## config.mk

```make
export PLATFORM = sky130hd
export DESIGN_NAME = multi_alarm_ctrl_flat
export DESIGN_NICKNAME = d
export VERILOG_FILES = /design/src/rtl/multi_alarm_ctrl_if.sv /design/src/rtl/multi_alarm_ctrl.sv /design/src/flat_wrapper.sv
export SDC_FILE = /design/constraint.sdc
export NUM_CORES = 1
export LEC_CHECK = 0
export CAP_MARGIN = 20
export CORE_MARGIN = 3
export CORE_UTILIZATION = 55
export DETAILED_ROUTE_END_ITERATION = 6
export GPL_TIMING_DRIVEN = 0
export PLACE_DENSITY = 0.87
export SLEW_MARGIN = 20
export SYNTH_ARGS = -nofsm -noshare
export SYNTH_HDL_FRONTEND = slang
export SYNTH_SLANG_ARGS = --single-unit
```

## constraint.sdc

```tcl
create_clock -name CLK -period 8.45 [get_ports CLK]
set_input_delay 1.2675 -clock CLK [delete_from_list [all_inputs] [get_ports CLK]]
set_output_delay 1.2675 -clock CLK [all_outputs]
set_load 0.02 [all_outputs]
```

## src/rtl/multi_alarm_ctrl_if.sv

```systemverilog
// Alarm controller bus: timekeeping inputs, slot programming, user controls and ring status.
interface multi_alarm_ctrl_if #(
    parameter int N_ALARM = 4,
    parameter int TW      = 7
);
    localparam int IW = (N_ALARM > 1) ? $clog2(N_ALARM) : 1;

    logic          sec_tick;
    logic [TW-1:0] h;
    logic [TW-1:0] m;
    logic          alarmon;
    logic          wr_en;
    logic [IW-1:0] wr_idx;
    logic [TW-1:0] wr_h;
    logic [TW-1:0] wr_m;
    logic          wr_act;
    logic          dismiss;
    logic          snooze;
    logic          r;
    logic [IW-1:0] ring_idx;
    logic          snoozing;
    logic          missed;

    modport master (
        output sec_tick, h, m, alarmon, wr_en, wr_idx, wr_h, wr_m, wr_act, dismiss, snooze,
        input  r, ring_idx, snoozing, missed
    );

    modport slave (
        input  sec_tick, h, m, alarmon, wr_en, wr_idx, wr_h, wr_m, wr_act, dismiss, snooze,
        output r, ring_idx, snoozing, missed
    );
endinterface

```

## src/rtl/multi_alarm_ctrl.sv

```systemverilog
// Multi-slot alarm controller: per-slot time compare on minute entry, ring/snooze/timeout FSM.
module multi_alarm_slot #(
    parameter int TW = 7
) (
    input  logic          CLK,
    input  logic          reset,
    input  logic          we,
    input  logic [TW-1:0] wh,
    input  logic [TW-1:0] wm,
    input  logic          wact,
    input  logic [TW-1:0] h,
    input  logic [TW-1:0] m,
    output logic          hit
);
    logic [TW-1:0] sh, sm;
    logic          sact;

    always_ff @(posedge CLK or posedge reset) begin
        if (reset) begin
            sh   <= '0;
            sm   <= '0;
            sact <= 1'b0;
        end else if (we) begin
            sh   <= wh;
            sm   <= wm;
            sact <= wact;
        end
    end

    // Compares against the stored (pre-write) contents.
    assign hit = sact && (h == sh) && (m == sm);
endmodule

module multi_alarm_ctrl #(
    parameter int N_ALARM    = 4,
    parameter int TW         = 7,
    parameter int SNOOZE_MIN = 5,
    parameter int RING_TICKS = 60
) (
    input logic               CLK,
    input logic               reset,
    multi_alarm_ctrl_if.slave bus
);
    localparam int IW = (N_ALARM > 1) ? $clog2(N_ALARM) : 1;
    localparam int CW = $clog2(RING_TICKS + 1);

    typedef enum logic [1:0] {IDLE, RING, SNOOZE} state_t;

    state_t        state;
    logic [TW-1:0] m_prev;
    logic          primed;
    logic [CW-1:0] cnt;
    logic [TW-1:0] tgt_h, tgt_m;
    logic [IW-1:0] ring_idx;
    logic          missed;

    logic [N_ALARM-1:0] hit;
    logic               match_any;
    logic [IW-1:0]      match_idx;
    logic               min_edge;
    logic [TW:0]        sm_sum;
    logic [TW-1:0]      snz_h, snz_m;

    genvar g;
    generate
        for (g = 0; g < N_ALARM; g++) begin : g_slot
            multi_alarm_slot #(.TW(TW)) u_slot (
                .CLK   (CLK),
                .reset (reset),
                .we    (bus.wr_en && (bus.wr_idx == IW'(g))),
                .wh    (bus.wr_h),
                .wm    (bus.wr_m),
                .wact  (bus.wr_act),
                .h     (bus.h),
                .m     (bus.m),
                .hit   (hit[g])
            );
        end
    endgenerate

    // Descending scan so the lowest matching slot wins.
    always_comb begin
        match_any = 1'b0;
        match_idx = '0;
        for (int i = N_ALARM - 1; i >= 0; i--) begin
            if (hit[i]) begin
                match_any = 1'b1;
                match_idx = IW'(i);
            end
        end
    end

    assign min_edge = primed && (bus.m != m_prev);

    always_comb begin
        sm_sum = {1'b0, bus.m} + (TW+1)'(SNOOZE_MIN);
        if (sm_sum >= (TW+1)'(60)) begin
            snz_m = TW'(sm_sum - (TW+1)'(60));
            snz_h = (bus.h == TW'(23)) ? '0 : bus.h + TW'(1);
        end else begin
            snz_m = TW'(sm_sum);
            snz_h = bus.h;
        end
    end

    always_ff @(posedge CLK or posedge reset) begin
        if (reset) begin
            state    <= IDLE;
            m_prev   <= '0;
            primed   <= 1'b0;
            cnt      <= '0;
            tgt_h    <= '0;
            tgt_m    <= '0;
            ring_idx <= '0;
            missed   <= 1'b0;
        end else begin
            m_prev <= bus.m;
            primed <= 1'b1;
            missed <= 1'b0;
            if (!bus.alarmon) begin
                state <= IDLE;
            end else begin
                case (state)
                    IDLE: begin
                        if (min_edge && match_any) begin
                            state    <= RING;
                            ring_idx <= match_idx;
                            cnt      <= '0;
                        end
                    end
                    RING: begin
                        if (bus.dismiss) begin
                            state <= IDLE;
                        end else if (bus.snooze) begin
                            state <= SNOOZE;
                            tgt_h <= snz_h;
                            tgt_m <= snz_m;
                            cnt   <= '0;
                        end else if (bus.sec_tick) begin
                            if (cnt == CW'(RING_TICKS - 1)) begin
                                state  <= IDLE;
                                missed <= 1'b1;
                            end else begin
                                cnt <= cnt + CW'(1);
                            end
                        end
                    end
                    SNOOZE: begin
                        if (bus.dismiss) begin
                            state <= IDLE;
                        end else if (min_edge && (bus.h == tgt_h) && (bus.m == tgt_m)) begin
                            state <= RING;
                            cnt   <= '0;
                        end
                    end
                    default: state <= IDLE;
                endcase
            end
        end
    end

    assign bus.r        = (state == RING);
    assign bus.snoozing = (state == SNOOZE);
    assign bus.ring_idx = ring_idx;
    assign bus.missed   = missed;
endmodule

```

## src/flat_wrapper.sv

```systemverilog
// flat-port wrapper written by rule: the top's interface ports become plain ports
module multi_alarm_ctrl_flat 
#(
    parameter int N_ALARM    = 4,
    parameter int TW         = 7,
    parameter int SNOOZE_MIN = 5,
    parameter int RING_TICKS = 60
)
  (CLK, reset, bus_sec_tick, bus_h, bus_m, bus_alarmon, bus_wr_en, bus_wr_idx, bus_wr_h, bus_wr_m, bus_wr_act, bus_dismiss, bus_snooze, bus_r, bus_ring_idx, bus_snoozing, bus_missed);
  multi_alarm_ctrl_if #(.N_ALARM(N_ALARM), .TW(TW)) bus_i ();
  input logic CLK;
  input logic reset;
  input wire logic [$bits(bus_i.sec_tick)-1:0] bus_sec_tick;
  input wire logic [$bits(bus_i.h)-1:0] bus_h;
  input wire logic [$bits(bus_i.m)-1:0] bus_m;
  input wire logic [$bits(bus_i.alarmon)-1:0] bus_alarmon;
  input wire logic [$bits(bus_i.wr_en)-1:0] bus_wr_en;
  input wire logic [$bits(bus_i.wr_idx)-1:0] bus_wr_idx;
  input wire logic [$bits(bus_i.wr_h)-1:0] bus_wr_h;
  input wire logic [$bits(bus_i.wr_m)-1:0] bus_wr_m;
  input wire logic [$bits(bus_i.wr_act)-1:0] bus_wr_act;
  input wire logic [$bits(bus_i.dismiss)-1:0] bus_dismiss;
  input wire logic [$bits(bus_i.snooze)-1:0] bus_snooze;
  output wire logic [$bits(bus_i.r)-1:0] bus_r;
  output wire logic [$bits(bus_i.ring_idx)-1:0] bus_ring_idx;
  output wire logic [$bits(bus_i.snoozing)-1:0] bus_snoozing;
  output wire logic [$bits(bus_i.missed)-1:0] bus_missed;
  assign bus_i.sec_tick = bus_sec_tick;
  assign bus_i.h = bus_h;
  assign bus_i.m = bus_m;
  assign bus_i.alarmon = bus_alarmon;
  assign bus_i.wr_en = bus_wr_en;
  assign bus_i.wr_idx = bus_wr_idx;
  assign bus_i.wr_h = bus_wr_h;
  assign bus_i.wr_m = bus_wr_m;
  assign bus_i.wr_act = bus_wr_act;
  assign bus_i.dismiss = bus_dismiss;
  assign bus_i.snooze = bus_snooze;
  assign bus_r = bus_i.r;
  assign bus_ring_idx = bus_i.ring_idx;
  assign bus_snoozing = bus_i.snoozing;
  assign bus_missed = bus_i.missed;
  multi_alarm_ctrl #(.N_ALARM(N_ALARM), .TW(TW), .SNOOZE_MIN(SNOOZE_MIN), .RING_TICKS(RING_TICKS)) u_core (.CLK(CLK), .reset(reset), .bus(bus_i));
endmodule
```

### After elaboration in Yosys (flattened, before gate mapping)

Index checks and enable logic that the tools add are counted.
W data, S select, Z words.

* $add $sub $neg: 4
* $lt $le $gt $ge: 1
* equal/unequal tests: 28
* muxes and demuxes: 34
* bitwise gates (word level): 1
* reduce and logical (&&, ||, !) cells: 23

Operators by type and width (count)
* $eq A7 B7 Y1: 10
* $mux W6: 7
* $mux W2: 12
* $mux W7: 3
* $pmux W6 S3: 1
* $logic_and A1 B1 Y1: 16
* $mux W1: 10
* $add A7 B3 Y8 const B: 1
* $ge A8 B6 Y1 const B: 1
* $reduce_and A4 Y1: 2
* $reduce_and A8 Y1: 1
* $add A7 B1 Y7 const B: 1
* $eq A7 B5 Y1 const B: 1
* $ne A7 B7 Y1: 1
* $sub A7 B6 Y7 const B: 1
* $add A6 B1 Y6 const B: 1
* $eq A2 B2 Y1 const B: 3
* $eq A6 B6 Y1 const B: 1
* $ne A3 B3 Y1 const B: 2
* $pmux W2 S3: 1
* $ne A5 B4 Y1 const B: 1
* $ne A5 B5 Y1 const B: 1
* $eq A2 B1 Y1 const B: 2
* $logic_not A2 Y1: 2
* other kinds (7): 9

* register bits: 93
* input port bits: 38
* output and inout bits: 5
* logic and storage cells: 111

### Logic depth before layout (Yosys ltp)

* depth in word-level cells: 11
* mapped depth: 8
* depth with buffers taken out: 7

### By module

A second synthesis with hierarchy kept.

* cell total of the unflattened synthesis: 436
* area total of the unflattened synthesis: 5261.3 sq um

Modules (own cells, without submodules)
* multi_alarm_slot: instances 4, cells an instance 52, area each 775.7 sq um
* multi_alarm_ctrl: instances 1, cells an instance 228, area each 2158.3 sq um

### Least setup slack after synthesis

No wires, ideal clock.

* path type: input-to-reg
* from: input port bus_h[1]
* to: register u_core.cnt[4]
* setup time: 81 ps
* data arrival time: 3134 ps
* path slack: 5235 ps
* cell stages on the path: 7
* cells stage by stage: clkbuf_1 xnor2_1 nand4_1 or4_4 o32a_1 or4_4 o211ai_2

* longest elaborated chain between the ends: 10
* elaborated cells between the ends (all ways): 23
* classes of those cells: 7 x eq/ne; 4 x mux; 12 x reduce/logical

Ends and longest elaborated chain
* start: declaration: line flat_wrapper.sv:14 `input wire logic [$bits(bus_i.h)-1:0] bus_h;`
* $eq A7 B7 Y1: line multi_alarm_ctrl.sv:31 `assign hit = sact && (h == sh) && (m == sm);`
* $logic_and A1 B1 Y1 (2 in series): line multi_alarm_ctrl.sv:31
* $mux W1 (4 in series): line multi_alarm_ctrl.sv:86 `if (hit[i]) begin`
* $logic_and A1 B1 Y1: line multi_alarm_ctrl.sv:125 `if (min_edge && match_any) begin`
* $ne A2 B1 Y1 (no line)
* $reduce_and A8 Y1 (no line) (*)
* end signal: assignment: line multi_alarm_ctrl.sv:144 `cnt <= cnt + CW'(1);`
* end: declaration: line multi_alarm_ctrl.sv:52 `logic [CW-1:0] cnt;`

Mark *: on every way between the ends. The rest lies on a longest branch, timed or not.
A chain may end at the register's enable or synchronous reset.

### Final worst setup path

* from: input port bus_h[0]
* to: register u_core.cnt[1]

Same word-level chain as after synthesis.

==> impl_metrics.env <==
export IMPL_syn_to_final_growth_pct=14.7
export IMPL_period_needed_ns=3.86
export IMPL_path_clk_slew_ns=0.09
export IMPL_route_detailed_drc=0
export IMPL_htreeDepth=3
export IMPL_synth_area_top_cells="dfrtp_1 48%, mux2_2 14%, xnor2_1 13%"
export IMPL_cts_resized_gates=0
export IMPL_cp_end_kind="register"
export IMPL_grt_usage=0.226
export IMPL_worstSetupPathType="in -> reg"
export IMPL_ys_flop_type="dfrtp_1"
export IMPL_drive_above_1_share=0.199
export IMPL_vdd_ir_drop_max_mv=0.129
export IMPL_p_total_mw=1.03
export IMPL_overflow=0
export IMPL_power_density_nw_per_um2=184
export IMPL_std_cell_rows=33
export IMPL_slew_headroom=0.356
export IMPL_ys_types=45
export IMPL_initial_utilization=0.580
export IMPL_gp_congestion=0.898
export IMPL_post_dp_cell_area_um2=5420
export IMPL_detail_route_wl_per_cell_um=18.1
export IMPL_cts_sinks=93
export IMPL_worstSetupStartpointType="primary input"
export IMPL_cts_hold_repair_buffers=0
export IMPL_port_buffers=37
export IMPL_antenna_found_initial=0
export IMPL_core_area_um2=8420
export IMPL_num_fill_cells=646
export IMPL_fin_skew_ns=0.00923
export IMPL_tightest_slew_ns=0.964
export IMPL_min_path_type="reg -> reg"
export IMPL_ios=43
export IMPL_syn_cell_area_um2=4890
export IMPL_required_ns=8.74
export IMPL_synth_top_area_frac=0.476
export IMPL_status="completed"
export IMPL_cap_violations=0
export IMPL_final_util=0.665
export IMPL_fp_dieArea_um2=10100
export IMPL_cts_root_buf="clkbuf_8"
export IMPL_crit_buf_inv=2
export IMPL_synth_fp_nets=471
export IMPL_max_freq_mhz=259
export IMPL_synth_edff_count=0
export IMPL_tritoncts="yes"
export IMPL_synth_seq_area_share=0.476
export IMPL_avgSynthCellArea_um2=11.4
export IMPL_ant_nets=0
export IMPL_yosysTopAreaCell="dfrtp_1"
export IMPL_ys_ff_latch=93
export IMPL_rsz0062_at_grt="false"
export IMPL_setup_viol=0
export IMPL_vias=3450
export IMPL_finalHoldViolCount=0
export IMPL_clk_latency_ns=0.36
export IMPL_synth_commonest_cells="93 x dfrtp_1, 73 x xnor2_1, 62 x mux2_2, 25 x nand2_1, 18 x o21ai_0"
export IMPL_cts_buffer_depth=2
export IMPL_grt_pass1_vias=3544
export IMPL_worstPathArrival_ns=4.15
export IMPL_drtIter0Drc=153
export IMPL_first_pass_iters=5
export IMPL_crit_chain="clkdlybuf4s50_1, clkbuf_1, xnor2_1, nand4_1, nor4_1, o41ai_1, a211oi_2, mux2i_1"
export IMPL_layout_nets=520
export IMPL_slowest_stage="nor4_1"
export IMPL_grt_pass1_wl_mm=17.5
export IMPL_ys_warn_count=0
export IMPL_critPathMaxFanout=8
export IMPL_grt_max_degree=52
export IMPL_vias_per_cell=5.88
export IMPL_hpwlAfterDp_mm=7.83
export IMPL_fin_crit_sh=0.457
export IMPL_r2r_slack_ns=5.96
export IMPL_cpPeakStageDelay_ns=0.54
export IMPL_register_area_um2=2330
export IMPL_slew_viol_final=0
export IMPL_total_leakage_power_nw=2.24
export IMPL_yosysMostFrequentCell="dfrtp_1"
export IMPL_async_flop_share=1.00
export IMPL_die_h_um=100
export IMPL_post_cts_setup_buffers=0
export IMPL_cts_buffers=9
export IMPL_multi_input_area_um2=2430
export IMPL_wirelength_mm=10.6
export IMPL_final_area_um2=5600
export IMPL_synthCells=429
export IMPL_diodes=0
export IMPL_critPathTopFamily="buffers and inverters"
export IMPL_fp_dieW_um=100
export IMPL_tns_ns=0
[path summary, 6_finish.rpt]
path	from	cells after the start	endpoint
setup / recovery	bus_h[0]	8	u_core.cnt[1]$_DFFE_PP0P_
hold / removal	u_core.tgt_m[0]$_DFFE_PP0P_	2	u_core.tgt_m[0]$_DFFE_PP0P_
setup reg to reg	u_core.g_slot[1].u_slot.sh[5]$_DFFE_PP0P_	6	u_core.cnt[1]$_DFFE_PP0P_
hold reg to reg	u_core.tgt_m[0]$_DFFE_PP0P_	2	u_core.tgt_m[0]$_DFFE_PP0P_
max in group asynchronous	reset	3	u_core.tgt_h[6]$_DFFE_PP0P_
min in group asynchronous	reset	2	u_core.m_prev[1]$_DFF_PP0_
[kinds of logic after synthesis]
logic type / after synthesis / share of synthesized area
compound gates: 51 / 0.0709
mux: 68 / 0.155
other cells: 1 / 0.000768
xor+xnor: 87 / 0.156
buf+inv: 29 / 0.0256
flops: 93 / 0.476
fa+ha+maj: 4 / 0.0102
simple gates: 96 / 0.105
[stage by stage]
step | setup WS (ns) | hold WS, ns | std cells
2_1_floorplan | 4.76 | 0.453 | 429
3_3_place_gp | 3.42 | 0.478 | 571
3_5_place_dp | 4.30 | 0.492 | 572
4_1_cts | 4.65 | 0.506 | 587
5_1_grt | 4.44 | 0.520 | 587
6_report | 4.59 | 0.505 | 587
[worst reg2reg max path, cell delays in order (launching register included)]
cell and delay, ns:
dfrtp_1 0.39, xnor2_1 0.27, nand4_1 0.14, nor4_1 0.55, o41ai_1 0.30, a211oi_2 0.53, mux2i_1 0.24
[placed cells by master (no fill, tap or decap), types with 2 or more instances in the layout]
cell type,Yosys,final
dfrtp_1,93,93
o21ai_0,18,18
a31oi_1,4,4
a41oi_1,3,3
nand3b_1,2,2
o211ai_2,2,2
and2_1,2,2
mux2i_1,6,6
a21oi_1,8,8
nand4_1,16,16
clkinvlp_4,0,2
clkbuf_8,0,12
and2b_1,2,2
clkdlybuf4s50_1,0,37
mux2_2,62,62
xnor2_1,73,73
a21boi_0,2,2
buf_2,10,10
o41ai_1,2,2
nor3b_1,2,2
o32a_1,2,2
nor4_1,7,7
inv_1,8,7
a2111oi_0,2,2
xor2_1,14,14
or4_4,2,2
nor3_1,2,2
nand3_1,14,14
nor2_1,13,13
clkbuf_1,10,10
ha_1,4,4
nand2b_1,2,2
nand2_1,25,25
nor2b_1,3,3
[registers in the layout, indices dropped and copies added, names as in the netlist, 2 cells and up]
| register | cells |
|---|---|
| u_core.bus.ring_idx | 2 |
| u_core.cnt | 6 |
| u_core.g_slot.u_slot.sact | 4 |
| u_core.g_slot.u_slot.sh | 28 |
| u_core.g_slot.u_slot.sm | 28 |
| u_core.m_prev | 7 |
| u_core.state | 2 |
| u_core.tgt_h | 7 |
| u_core.tgt_m | 7 |
[power by group]
part / leakage [nW] / switching, mW / total, mW / internal (mW)
Clock: 0.0905 / 0.150 / 0.279 / 0.129
Sequential: 1.15 / 0.0386 / 0.541 / 0.502
Combinational: 1.01 / 0.0924 / 0.209 / 0.117
Total: 2.24 / 0.281 / 1.03 / 0.748
[layout make-up]
| type | instances | area share |
|---|---|---|
| inverter | 8 | 0.00581 |
| multi-input combinational | 307 | 0.434 |
| clock inverter | 3 | 0.00357 |
| timing repair buffer | 38 | 0.0710 |
| clock buffer | 12 | 0.0295 |
| buffer | 21 | 0.0170 |
| sequential | 93 | 0.415 |
| tap | 105 | 0.0234 |
[metal layers]
| layer | share of wire | track usage |
|---|---|---|
| met1 | 0.43 | 0.298 |
| met5 | 0 | 0 |
| met4 | 0.026 | 0.0933 |
| met2 | 0.50 | 0.371 |
| met3 | 0.046 | 0.0396 |
Power figures use the tool's default switching activity.
